<file path="config.mk">
export PLATFORM = sky130hd
export DESIGN_NAME = ttt_pos_encoder_flat
export DESIGN_NICKNAME = d
export VERILOG_FILES = /design/src/rtl/ttt_pkg.sv /design/src/rtl/ttt_pos_encoder_if.sv /design/src/rtl/ttt_edge_det.sv /design/src/rtl/ttt_pos_encoder.sv /design/src/flat_wrapper.sv
export SDC_FILE = /design/constraint.sdc
export NUM_CORES = 1
export LEC_CHECK = 0
export ABC_AREA = 0
export BUFFER_PORTS_ARGS = -buffer_cell sky130_fd_sc_hd__buf_2
export CORE_MARGIN = 2
export CORE_UTILIZATION = 49
export CTS_CLUSTER_SIZE = 20
export DETAILED_ROUTE_END_ITERATION = 6
export PLACE_DENSITY = 0.75
export SYNTH_ARGS = -nofsm -noshare
export SYNTH_HDL_FRONTEND = slang
export SYNTH_SLANG_ARGS = --single-unit
</file>
<file path="constraint.sdc">
create_clock -name clk -period 2.3 [get_ports clk]
set_clock_uncertainty 0.1 [all_clocks]
set_input_delay 0.345 -clock clk [delete_from_list [all_inputs] [get_ports clk]]
set_output_delay 0.345 -clock clk [all_outputs]
set_load 0.05 [all_outputs]
</file>
<file path="src/rtl/ttt_pkg.sv">
`default_nettype none
// ============================================================================
//  Module   : ttt_pkg
//  Purpose  : Shared constants, FSM state encoding and cursor helpers for the
//             tic-tac-toe position encoder.
//  Revision : 1.0 - initial release
// ============================================================================
package ttt_pkg;

  localparam int         NUM_CELLS  = 9;
  localparam logic [3:0] POS_NONE   = 4'd0;
  localparam logic [3:0] POS_MIN    = 4'd1;
  localparam logic [3:0] POS_MAX    = 4'd9;
  // Nine steps is one full revolution of the board.
  localparam logic [3:0] STEP_LIMIT = 4'd9;

  typedef enum logic [2:0] {
    ST_IDLE     = 3'd0,
    ST_SRCH_FWD = 3'd1,
    ST_SRCH_BWD = 3'd2,
    ST_COMMIT   = 3'd3,
    ST_FULL     = 3'd4
  } ttt_state_e;

  // Next cell going forward, wrapping 9 -> 1.
  function automatic logic [3:0] pos_fwd(input logic [3:0] p);
    return (p >= POS_MAX) ? POS_MIN : p + 4'd1;
  endfunction

  // Next cell going backward, wrapping 1 -> 9.
  function automatic logic [3:0] pos_bwd(input logic [3:0] p);
    return (p <= POS_MIN) ? POS_MAX : p - 4'd1;
  endfunction

  // One-hot cell mask for a cursor code; code 0 yields an all-zero mask.
  function automatic logic [NUM_CELLS-1:0] pos_onehot(input logic [3:0] p);
    logic [NUM_CELLS-1:0] oh;
    for (int i = 0; i < NUM_CELLS; i++) begin
      oh[i] = (p == 4'(i + 1));
    end
    return oh;
  endfunction

endpackage : ttt_pkg
`default_nettype wire

</file>
<file path="src/rtl/ttt_pos_encoder_if.sv">
`default_nettype none
// ============================================================================
//  Module   : ttt_pos_encoder_if
//  Purpose  : Button / board-state inputs and cursor / commit outputs of the
//             position encoder. The master side drives buttons and board
//             occupancy; the slave side (the encoder) drives the cursor.
//  Revision : 1.0 - initial release
// ============================================================================
interface ttt_pos_encoder_if;
  import ttt_pkg::*;

  logic                 btn_next;
  logic                 btn_prev;
  logic                 btn_sel;
  logic                 enable;
  logic [NUM_CELLS-1:0] occupied;
  logic [3:0]           pos_sw;
  logic [NUM_CELLS-1:0] cursor;
  logic                 pos_valid;
  logic                 full;

  modport master (
    output btn_next, btn_prev, btn_sel, enable, occupied,
    input  pos_sw, cursor, pos_valid, full
  );

  modport slave (
    input  btn_next, btn_prev, btn_sel, enable, occupied,
    output pos_sw, cursor, pos_valid, full
  );

endinterface : ttt_pos_encoder_if
`default_nettype wire

</file>
<file path="src/rtl/ttt_edge_det.sv">
`default_nettype none
// ============================================================================
//  Module   : ttt_edge_det
//  Purpose  : Rising-edge detector for a debounced level. The pulse is high
//             for the single cycle in which the level is high and the
//             registered previous level is low.
//  Revision : 1.0 - initial release
// ============================================================================
module ttt_edge_det (
  input  wire logic clk,
  input  wire logic rst,
  input  wire logic i_level,
  output logic      o_rise
);

  logic r_prev;

  // Remember last cycle's level so a held input produces a single edge.
  always_ff @(posedge clk) begin
    if (rst) begin
      r_prev <= 1'b0;
    end else begin
      r_prev <= i_level;
    end
  end

  assign o_rise = i_level & ~r_prev;

endmodule : ttt_edge_det
`default_nettype wire

</file>
<file path="src/rtl/ttt_pos_encoder.sv">
`default_nettype none
// ============================================================================
//  Module   : ttt_pos_encoder
//  Purpose  : Button-driven cursor over a 3x3 board. NEXT/PREV walk to the
//             next free cell, SEL commits the cursor cell with a one-cycle
//             strobe, and an occupied cursor cell triggers an automatic
//             forward search. A board with no free cell parks in FULL.
//  Revision : 1.0 - initial release
// ============================================================================
module ttt_pos_encoder
  import ttt_pkg::*;
(
  input  wire logic          clk,
  input  wire logic          rst,
  ttt_pos_encoder_if.slave   bus
);

  logic w_rise_sel;
  logic w_rise_next;
  logic w_rise_prev;

  ttt_edge_det u_edge_sel (
    .clk     (clk),
    .rst     (rst),
    .i_level (bus.btn_sel),
    .o_rise  (w_rise_sel)
  );

  ttt_edge_det u_edge_next (
    .clk     (clk),
    .rst     (rst),
    .i_level (bus.btn_next),
    .o_rise  (w_rise_next)
  );

  ttt_edge_det u_edge_prev (
    .clk     (clk),
    .rst     (rst),
    .i_level (bus.btn_prev),
    .o_rise  (w_rise_prev)
  );

  ttt_state_e           r_state;
  ttt_state_e           w_state_nxt;
  logic [3:0]           r_pos;
  logic [3:0]           w_pos_nxt;
  logic [3:0]           r_steps;
  logic [3:0]           w_steps_nxt;
  logic [NUM_CELLS-1:0] r_cursor;
  logic                 r_pos_valid;
  logic                 r_full;

  // Buttons only count while enabled; a disabled press is simply not an edge.
  logic w_sel;
  logic w_next;
  logic w_prev;
  assign w_sel  = bus.enable & w_rise_sel;
  assign w_next = bus.enable & w_rise_next;
  assign w_prev = bus.enable & w_rise_prev;

  // Occupancy of the current cell and of the cell one search step away.
  logic [3:0] w_step_pos;
  logic       w_cur_occ;
  logic       w_step_occ;
  assign w_step_pos = (r_state == ST_SRCH_BWD) ? pos_bwd(r_pos) : pos_fwd(r_pos);
  assign w_cur_occ  = |(pos_onehot(r_pos) & bus.occupied);
  assign w_step_occ = |(pos_onehot(w_step_pos) & bus.occupied);

  // State, cursor and step counter registers.
  always_ff @(posedge clk) begin
    if (rst) begin
      r_state <= ST_IDLE;
      r_pos   <= POS_MIN;
      r_steps <= 4'd0;
    end else begin
      r_state <= w_state_nxt;
      r_pos   <= w_pos_nxt;
      r_steps <= w_steps_nxt;
    end
  end

  // Next-state logic: SEL beats NEXT beats PREV, then the auto-search.
  always_comb begin
    w_state_nxt = r_state;
    w_pos_nxt   = r_pos;
    w_steps_nxt = r_steps;
    unique case (r_state)
      ST_IDLE: begin
        if (w_sel) begin
          // A press on an occupied cell is swallowed; auto-search follows.
          if (!w_cur_occ) begin
            w_state_nxt = ST_COMMIT;
          end
        end else if (w_next) begin
          w_state_nxt = ST_SRCH_FWD;
          w_steps_nxt = 4'd0;
        end else if (w_prev) begin
          w_state_nxt = ST_SRCH_BWD;
          w_steps_nxt = 4'd0;
        end else if (w_cur_occ) begin
          w_state_nxt = ST_SRCH_FWD;
          w_steps_nxt = 4'd0;
        end
      end
      ST_SRCH_FWD, ST_SRCH_BWD: begin
        w_pos_nxt   = w_step_pos;
        w_steps_nxt = r_steps + 4'd1;
        // The ninth step returns to the origin, so the revolution is over
        // before that cell is reconsidered.
        if (r_steps + 4'd1 == STEP_LIMIT) begin
          w_state_nxt = ST_FULL;
          w_pos_nxt   = POS_NONE;
        end else if (!w_step_occ) begin
          w_state_nxt = ST_IDLE;
        end
      end
      ST_COMMIT: begin
        w_state_nxt = ST_IDLE;
      end
      ST_FULL: begin
        if (bus.occupied != '1) begin
          w_state_nxt = ST_IDLE;
          w_pos_nxt   = POS_MIN;
        end
      end
      default: begin
        w_state_nxt = ST_IDLE;
        w_pos_nxt   = POS_MIN;
      end
    endcase
  end

  // Registered outputs; the one-hot cursor is derived from the same next
  // position as POS_SW so the two never disagree.
  always_ff @(posedge clk) begin
    if (rst) begin
      r_cursor    <= pos_onehot(POS_MIN);
      r_full      <= 1'b0;
      r_pos_valid <= 1'b0;
    end else begin
      r_cursor    <= pos_onehot(w_pos_nxt);
      r_full      <= (w_state_nxt == ST_FULL);
      r_pos_valid <= (r_state == ST_COMMIT) & bus.enable;
    end
  end

  assign bus.pos_sw    = r_pos;
  assign bus.cursor    = r_cursor;
  assign bus.pos_valid = r_pos_valid;
  assign bus.full      = r_full;

endmodule : ttt_pos_encoder
`default_nettype wire

</file>
<file path="src/flat_wrapper.sv">
// flat-port wrapper written by rule: the top's interface ports become plain ports
module ttt_pos_encoder_flat import ttt_pkg::*;
  (clk, rst, bus_btn_next, bus_btn_prev, bus_btn_sel, bus_enable, bus_occupied, bus_pos_sw, bus_cursor, bus_pos_valid, bus_full);
  ttt_pos_encoder_if bus_i ();
  input  wire logic clk;
  input  wire logic rst;
  input wire logic [$bits(bus_i.btn_next)-1:0] bus_btn_next;
  input wire logic [$bits(bus_i.btn_prev)-1:0] bus_btn_prev;
  input wire logic [$bits(bus_i.btn_sel)-1:0] bus_btn_sel;
  input wire logic [$bits(bus_i.enable)-1:0] bus_enable;
  input wire logic [$bits(bus_i.occupied)-1:0] bus_occupied;
  output wire logic [$bits(bus_i.pos_sw)-1:0] bus_pos_sw;
  output wire logic [$bits(bus_i.cursor)-1:0] bus_cursor;
  output wire logic [$bits(bus_i.pos_valid)-1:0] bus_pos_valid;
  output wire logic [$bits(bus_i.full)-1:0] bus_full;
  assign bus_i.btn_next = bus_btn_next;
  assign bus_i.btn_prev = bus_btn_prev;
  assign bus_i.btn_sel = bus_btn_sel;
  assign bus_i.enable = bus_enable;
  assign bus_i.occupied = bus_occupied;
  assign bus_pos_sw = bus_i.pos_sw;
  assign bus_cursor = bus_i.cursor;
  assign bus_pos_valid = bus_i.pos_valid;
  assign bus_full = bus_i.full;
  ttt_pos_encoder u_core (.clk(clk), .rst(rst), .bus(bus_i));
endmodule
</file>
# == Word-level counts from Yosys, hierarchy flattened ==
# Cells that the tools add are included.
# totals
reg_bits,25
input_bits,15
out_inout_bits,15
wordCells,89
# classes
add_sub_neg,3
n_lt_le_gt_ge,2
eq_ne,36
mux,20
bitwise,12
reduce_logical,7
# ops
op,n
$eq 4x3->1 const B,12
$mux 4,9
$eq 4x4->1 const B,7
$eq 4x2->1 const B,6
$mux 3,8
$and 9x9->9,2
$reduce_or 9->1,2
$eq 4x1->1 const B,3
$pmux 4 s3,1
$ne 9x9->1 const B,1
$pmux 3 s3,1
$add 4x1->4 const B,2
$pmux 4 s2,1
$and 1x1->1,7
$eq 3x2->1 const B,2
$eq 3x3->1 const B,2
$ge 4x4->1 const B,1
$le 4x1->1 const B,1
$ne 4x1->1 const B,1
$reduce_or 2->1,2
$sub 4x1->4 const B,1
$eq 3x1->1 const B,1
$logic_not 3->1,1
$not 1->1,3
3 further kinds,3

# == Longest topological paths before layout ==
# Gate-level depths: netlist of the first run.
# depth
ltp_word,10
depth_mapped,10
ltp_nobuf,9

# == By module ==
# A second synthesis of the first run with hierarchy kept.
# hier_totals
cells_unflattened,192
hier_area_um2,1615.3
# by_module_without_submodules
module,n_inst,cells_each,area_per_inst_um2,seq_area_each_um2
ttt_pos_encoder,1,183,1472.7,440.4
ttt_edge_det,3,3,47.5,20.0

# == Worst setup path before layout of the first run ==
# No wires, ideal clock.
# synth_path
kind,register to register
startpoint,"register u_core.r_pos[0], in the netlist u_core.bus.pos_sw[0]"
endpoint,register u_core.r_state[0]
t_arrival_ps,2657
required_ps,2130
slack_ps,-527
stages_incl_launch_ff,11
synth_period_minus_slack_ps,2827
path_cell_list,dfxtp_1 -> clkbuf_1 -> inv_1 -> ha_1 -> nor2_1 -> o21ai_0 -> o21a_1 -> or4b_1 -> a21oi_1 -> o211ai_1 -> a21oi_1
# synth_between
elab_chain_cells,9
elab_cells_between_ends,37
classes_between,add/sub (2); order compare (2); eq/ne (18); mux (11); bitwise (2); reduce/logical (2)
# synth_lines
element,line_no,rtl
"start, declared",ttt_pos_encoder.sv:45,logic [3:0] r_pos;
"start signal, assigned",ttt_pos_encoder.sv:77,r_pos <= w_pos_nxt;
$add 4x1->4 (tied with other cells),ttt_pkg.sv:27,return (p >= POS_MAX) ? POS_MIN : p + 4'd1;
$mux 4 (on tied branches),"ttt_pkg.sv:27, ttt_pkg.sv:32",
$mux 4,ttt_pos_encoder.sv:65,assign w_step_pos = (r_state == ST_SRCH_BWD) ? pos_bwd(r_pos) : pos_fwd(r_pos);
$eq 4x1->1 (tied with other cells),ttt_pkg.sv:39,oh[i] = (p == 4'(i + 1));
$and 9x9->9,ttt_pos_encoder.sv:67,assign w_step_occ = |(pos_onehot(w_step_pos) & bus.occupied);
$reduce_or 9->1,ttt_pos_encoder.sv:67,
$mux 3,ttt_pos_encoder.sv:113,end else if (!w_step_occ) begin
$mux 3,ttt_pos_encoder.sv:110,if (r_steps + 4'd1 == STEP_LIMIT) begin
$pmux 3 s3 *,ttt_pos_encoder.sv:87,unique case (r_state)
"end signal, assigned",ttt_pos_encoder.sv:76,r_state <= w_state_nxt;
"end, declared",ttt_pos_encoder.sv:43,ttt_state_e r_state;
# Every way passes the cells marked *; elsewhere a longest branch is shown, timed or not.
# A chain may end at the register's enable or synchronous reset.

# == Final worst setup path of the first run ==
# layout_path
startpoint,register u_core.r_state[1]
endpoint,"register u_core.r_cursor[1], in the netlist u_core.bus.cursor[1]"
# layout_between
elab_chain_cells,5
elab_cells_between_ends,11
classes_between,eq/ne (5); mux (3); reduce/logical (3)
# layout_lines
element,line_no,rtl
$eq 3x2->1,"ttt_pos_encoder.sv:65, ttt_pos_encoder.sv:87",
$mux 4,ttt_pos_encoder.sv:65,
$mux 4,ttt_pos_encoder.sv:110,
$pmux 4 s3 *,ttt_pos_encoder.sv:87,
$eq 4x2->1 *,ttt_pkg.sv:39,
"end signal, assigned",ttt_pos_encoder.sv:137,r_cursor <= pos_onehot(POS_MIN);
"end signal, assigned",ttt_pos_encoder.sv:141,r_cursor <= pos_onehot(w_pos_nxt);
"end, declared",ttt_pos_encoder.sv:49,logic [NUM_CELLS-1:0] r_cursor;
# Marked as above.

==> results of run 1 <==
==> logic make-up (layout without fill, tap and decap cells) <==
group / Yosys count / after routing / share of synthesized area, %
buffers and inverters: 18 / 59 / 5.49
DFF: 25 / 25 / 32.8
adders and majority gates: 6 / 6 / 4.91
xor gates and xnor gates: 3 / 3 / 1.72
AOI/OAI and AO/OA: 52 / 52 / 24.8
muxes: 3 / 3 / 2.13
and+or+nand+nor: 77 / 77 / 28.2
==> cell usage in the layout (no fill, tap or decap), drive strengths merged, types with 5 or more instances in the layout <==
master  netlist  routed
nand3         5       5
nor2         20      20
buf           3      45
inv          10      10
o21ai         7       7
a21oi        13      13
nand2        12      12
ha            6       6
nand2b        5       5
dfxtp        25      25
==> critical path, stage by stage, from the launching register on <==
cell and delay (ns):
dfxtp_2 0.35, or2_1 0.26, or4_4 0.58, a21oi_4 0.21, a22oi_1 0.12, or2_1 0.28
nor4b_2 0.29
==> how the worst max path moves through the flow <==
| stage | endpoint | slack [ns] | cells after the start |
|---|---|---|---|
| floorplan | u_core.r_state[0] | 0.01 | 10 |
| global placement | u_core.r_state[1] | 0.04 | 8 |
| detailed placement | u_core.r_state[1] | -0.02 | 8 |
| CTS | u_core.r_state[1] | 0.001 | 9 |
| global route | u_core.bus.cursor[1] | -0.07 | 8 |
| finish | u_core.bus.cursor[1] | 0.04 | 6 |
==> flip-flops by register name, indices dropped and copies added, names as in the netlist <==
register / cells
u_core.bus.pos_sw: 4
u_core.bus.pos_valid: 1
u_core.u_edge_prev.r_prev: 1
u_core.bus.cursor: 9
u_core.u_edge_next.r_prev: 1
u_core.r_state: 3
u_core.bus.full: 1
u_core.r_steps: 4
u_core.u_edge_sel.r_prev: 1
==> where the power goes <==
| part | switching (W) | internal (W) |
|---|---|---|
| clock | 0.000128 | 0.0000650 |
| combinational | 0.00102 | 0.000713 |
| sequential | 0.0000711 | 0.000527 |
==> metal layers <==
layer,GRT usage [%],vias up,wire (um)
met5,0,-,0
met4,7.62,0,46
met3,2.60,6,107
met2,38.4,41,2050
met1,27.5,709,1720
li1,-,754,-
==> synth_stat cells, drive strengths merged (3+ instances only) <==
master  count
ha          6
a21oi      13
or2         4
a211oi      3
nor2b       4
a31o        3
nand2b      5
nand3b      3
a22oi       4
inv        10
or3         3
nand2      12
o211ai      4
dfxtp      25
nand3       5
o21ai       7
xnor2       3
nor2       20
nor3        4
buf         3
clkbuf      5
==> metrics by stage <==
stage | area, sq um | TNS (ns)
floorplan | 1570 | 0
global placement | 1790 | 0
detailed placement | 1790 | -0.0302
finish | 1960 | 0
global route | 1960 | -0.272
CTS | 1850 | 0
==> cell type report <==
type,instances,area (sq um),share of cell area [%]
timing repair buffer,45,273,13.9
clock inverter,1,5.00,0.256
tap,33,41.3,2.11
multi-input combinational,141,1060,54.4
sequential,25,513,26.2
inverter,10,37.5,1.92
clock buffer,3,22.5,1.15
==> repair_timing <==
| action | CTS | global route |
|---|---|---|
| buffers inserted | 2 | 2 |
| setup endpoints to repair | 3 | 13 |
| endpoints found under the hold margin | 0 | 0 |
| gates resized for setup | 2 | 23 |
| pin swaps | 0 | 8 |
| cloned | 0 | 0 |
==> summary.txt, run 1 <==
Status
  – Status: completed

Global route
  – Vias in the first global route: 1353
  – GRT overflow: 0
  – Initial antenna violation count: 0
  – Tot GR Track Use: 21.9%
  – First-pass GRT wire length: 5980 um
  – Largest net degree at the start of global routing: 16

Die
  – Die span in y: 59.8 um
  – Initial core utilization: 50.9%
  – I/O pin cnt: 30
  – Die width: 59.8 um
  – Full die area: 3580 sq um
  – Core area: 3000 sq um
  – Rows: 20

Placement
  – Pre-CTS WS: -0.0183 ns
  – RePlAce Congestion: 0.878
  – PortBufs: 29
  – Hpwl dp: 2920 um
  – Inst Count DP: 250

Setup path
  – CP Class: register to register
  – CP Launch Type: register
  – Critical Path RT: 2.43 ns
  – RR Startpoint: u_core.r_state[1]
  – Reg2Reg Depth: 6
  – Reg2Reg Setup Slack: 0.04 ns
  – Max FO, Critical Path: 4
  – RR Endpoint: u_core.bus.cursor[1]
  – Crit path launch: u_core.r_state[1]
  – Worst EP arrival: 2.39 ns
  – Critical Path Sink Type: register

Power and ir drop
  – Leakage power: 0.806 nW
  – Power Density: 1290 nW/um^2
  – Tot Pwr: 0.00252 W
  – Worst vdd ir: 587 uV

Timing
  – Final worst slack: 0.0406 ns
  – Setup Viol. Count Final: 0
  – RSZ-0062 raised after global routing: yes
  – Period minus WS final: 2.26 ns
  – Final hold slack: 0.160 ns
  – Slew @ Worst Pin: 0.359 ns
  – Max Slew Vio Count: 0
  – Period utilisation layout: 98.2%
  – Hold Fails Final Rpt: 0
  – FMAX: 443 MHz
  – Max transition margin: 76.1%

Job
  – Max cap viols: 0

Cells and area
  – Fin nets: 247
  – Area Overhead vs Synth: 28.0%
  – Final core utilization: 65.1%
  – Layout cells sized above 1: 38.7%
  – Finished Layout Cells: 258
  – FILL cells: 259
  – Ant diodes: 0

Worst hold path
  – HP Class: input pin to register
  – Hold depth: 2
  – Hold endpoint: u_core.u_edge_prev.r_prev
  – Hold Crit Start: bus_btn_prev

CTS
  – Worst skew pair latency: 0.31 ns
  – H-Tree Depth: 1
  – CTS tree: done
  – CTS root buffer: clkbuf_4
  – Clock tree buffer depth: 2
  – CTS buffer count: 3
  – Clock sinks: 25
  – CTS Hold Buffers Added: 0
  – Clock transition at path regs: 0.13 ns

Drt
  – Detailed-route DRC error count: 0
  – Final wirelength: 3920 um
  – Antenna-violating nets left: 0
  – DRT iter0 DRCs: 120
  – Vias per inst: 5.85
  – DR vias: 1510
  – Routed len/inst: 15.2 um
  – DRT Pass-1 Iters: 4

Synthesis
  – Ys async rst share: 0%
  – Post-synthesis register bit count: 25
  – Syn Nets: 205
  – Post-synth top area cell: dfxtp_1
  – Ys Warns: 0
  – Cell count after synthesis: 184
  – Post-synth EDFFs: 0
  – Synthesized cell area: 1530 sq um
  – Area share of the largest cell type after synthesis: 32.8%
  – Top cells by area, synth: dfxtp_1, ha_1, nor2_1
  – Post-synth cell types: 55
  – Average size of a mapped cell: 8.30 sq um
  – Top_reg_cell synth: dfxtp_1
  – Sequential fraction of the synthesis area: 32.8%
Power figures use the tool's default switching activity.
==> run 2: changes to the inputs <==
RECOVER_POWER = 25   (was not set)
==> summary.txt, run 2 (synthesis results as in run 1) <==
Placement
  – PortBufs: 29
  – Post-DP Area: 1790 sq um
  – Hpwl dp: 2920 um
  – RePlAce Congestion: 0.878
  – Inst Count DP: 250

Worst hold path
  – HP Class: input pin to register
  – Hold endpoint: u_core.u_edge_prev.r_prev
  – Hold depth: 2
  – Hold Crit Start: bus_btn_prev

Die
  – Rows: 20
  – I/O pin cnt: 30
  – Die span in y: 59.8 um
  – Core area: 3000 sq um
  – Initial core utilization: 50.9%
  – Die width: 59.8 um
  – Full die area: 3580 sq um

Drt
  – DRT Pass-1 Iters: 4
  – Vias per inst: 5.84
  – Final wirelength: 3920 um
  – Detailed-route DRC error count: 0
  – DRT iter0 DRCs: 120
  – DR vias: 1508
  – Antenna-violating nets left: 0
  – Routed len/inst: 15.2 um

Cells and area
  – Finished Layout Cells: 258
  – Fin nets: 247
  – Leading cell type in the layout, fill and taps excluded: buf_2
  – Max reg flops: 9
  – Most frequent cells in the layout: buf_2, dfxtp_1, nor2_1, buf_4, nand2_1
  – Layout cells sized above 1: 36.0%
  – Final Cell Area: 1950 sq um
  – Area Overhead vs Synth: 27.4%
  – Ant diodes: 0

Setup path
  – Crit-path slowest cell: or4_4
  – Worst EP arrival: 2.40 ns
  – Crit-path cells: or2_1 -> or4_4 -> a21oi_4 -> a22oi_1 -> or2_1 -> nor4b_2
  – CP Launch Type: register
  – RR Startpoint: u_core.r_state[1]
  – Reg2Reg Depth: 6
  – Critical Path Sink Type: register
  – Critical Path RT: 2.43 ns
  – RR Endpoint: u_core.bus.cursor[1]
  – Peak per-stage delay on the critical path: 0.58 ns
  – CP dominant cell by count: or2_1
  – Reg2Reg Setup Slack: 0.04 ns
  – CP Class: register to register
  – Max FO, Critical Path: 4

Timing
  – Max transition margin: 60.3%
  – Max Slew Vio Count: 0
  – RSZ-0062 raised after global routing: yes
  – Slew @ Worst Pin: 0.599 ns
  – Period minus WS final: 2.26 ns
  – Setup Viol. Count Final: 0
  – Period utilisation layout: 98.4%
  – Total negative slack: 0 ns
  – Hold Fails Final Rpt: 0
  – FMAX: 442 MHz

Power and ir drop
  – Worst vdd ir: 586 uV
  – Power Density: 1300 nW/um^2
  – Leakage power: 0.780 nW

Global route
  – GRT overflow: 0
  – Initial antenna violation count: 0
  – Tot GR Track Use: 21.9%
  – Vias in the first global route: 1353
  – Largest net degree at the start of global routing: 16
  – First-pass GRT wire length: 5980 um

CTS
  – CTS tree: done
  – Clock transition at path regs: 0.13 ns
  – CTS buffer count: 3
  – CTS root buffer: clkbuf_4
  – Clock tree buffer depth: 2
  – Clock sinks: 25
  – Worst skew pair latency: 0.31 ns
  – H-Tree Depth: 1
  – CTS Hold Buffers Added: 0

Status
  – Status: completed

Job
  – Max cap viols: 0
run 2: cell count changes in the layout (fill, tap and decap cells not counted), sizes merged:
| cell | previous run | this run |
|---|---|---|
| buf | 45 | 39 |
| clkbuf | 3 | 9 |
run 2: worst max-delay path by stage:
stage | startpoint | end | slack (ns) | depth (start not counted)
floorplan | u_core.bus.pos_sw[0] | u_core.r_state[0] | 0.01 | 10
global placement | u_core.r_state[0] | u_core.r_state[1] | 0.04 | 8
detailed placement | u_core.r_state[0] | u_core.r_state[1] | -0.02 | 8
CTS | u_core.bus.pos_sw[1] | u_core.r_state[1] | 0.001 | 9
global route | u_core.r_steps[1] | u_core.bus.cursor[1] | -0.07 | 8
finish | u_core.r_state[1] | u_core.bus.cursor[1] | 0.04 | 6
run 2: power by group:
group / total (W) / internal [W] / switching [W]
sequential: 0.000599 / 0.000527 / 0.0000711
combinational: 0.00173 / 0.000711 / 0.00102
clock: 0.000192 / 0.0000650 / 0.000127
run 2: per-stage QoR:
step / setup slack, ns / hold WS, ns / util [%] / power (W)
3_5_place_dp: -0.0183 / 0.406 / 59.8 / 0.00213
6_report: 0.0376 / 0.160 / 64.8 / 0.00252
5_1_grt: -0.0749 / 0.170 / 64.8 / 0.00270
4_1_cts: 0.00106 / 0.158 / 61.5 / 0.00236
3_3_place_gp: 0.0442 / 0.388 / 59.8 / 0.00210
2_1_floorplan: 0.0117 / 0.309 / - / 0.00174
run 2: area by class of cell:
cell class	count	area, sq um
multi-input combinational	141	1060
timing repair buffer	45	263
sequential	25	513
inverter	10	37.5
tap	33	41.3
clock buffer	3	22.5
clock inverter	1	5.00
fill	265	1060
run 2: repair_timing:
item | 4_1_cts | 5_1_grt
resized for setup | 2 | 23
setup buffers | 2 | 2
pin swaps | 0 | 8
endpoints found under the setup margin | 3 | 13
run 2: per-layer routing:
metal | track usage, % | vias up | share of wire, %
li1 | - | 754 | -
met1 | 27.5 | 708 | 43
met2 | 38.4 | 40 | 53
met3 | 2.60 | 6 | 3.2
met4 | 7.62 | 0 | 1.1
met5 | 0 | - | 0
run 2: critical path, delay by kind of cell, from the launching register on:
| family | cells | cell delay, ns |
|---|---|---|
| simple gates | 4 | 1.41 |
| flops | 1 | 0.35 |
| compound gates | 2 | 0.33 |
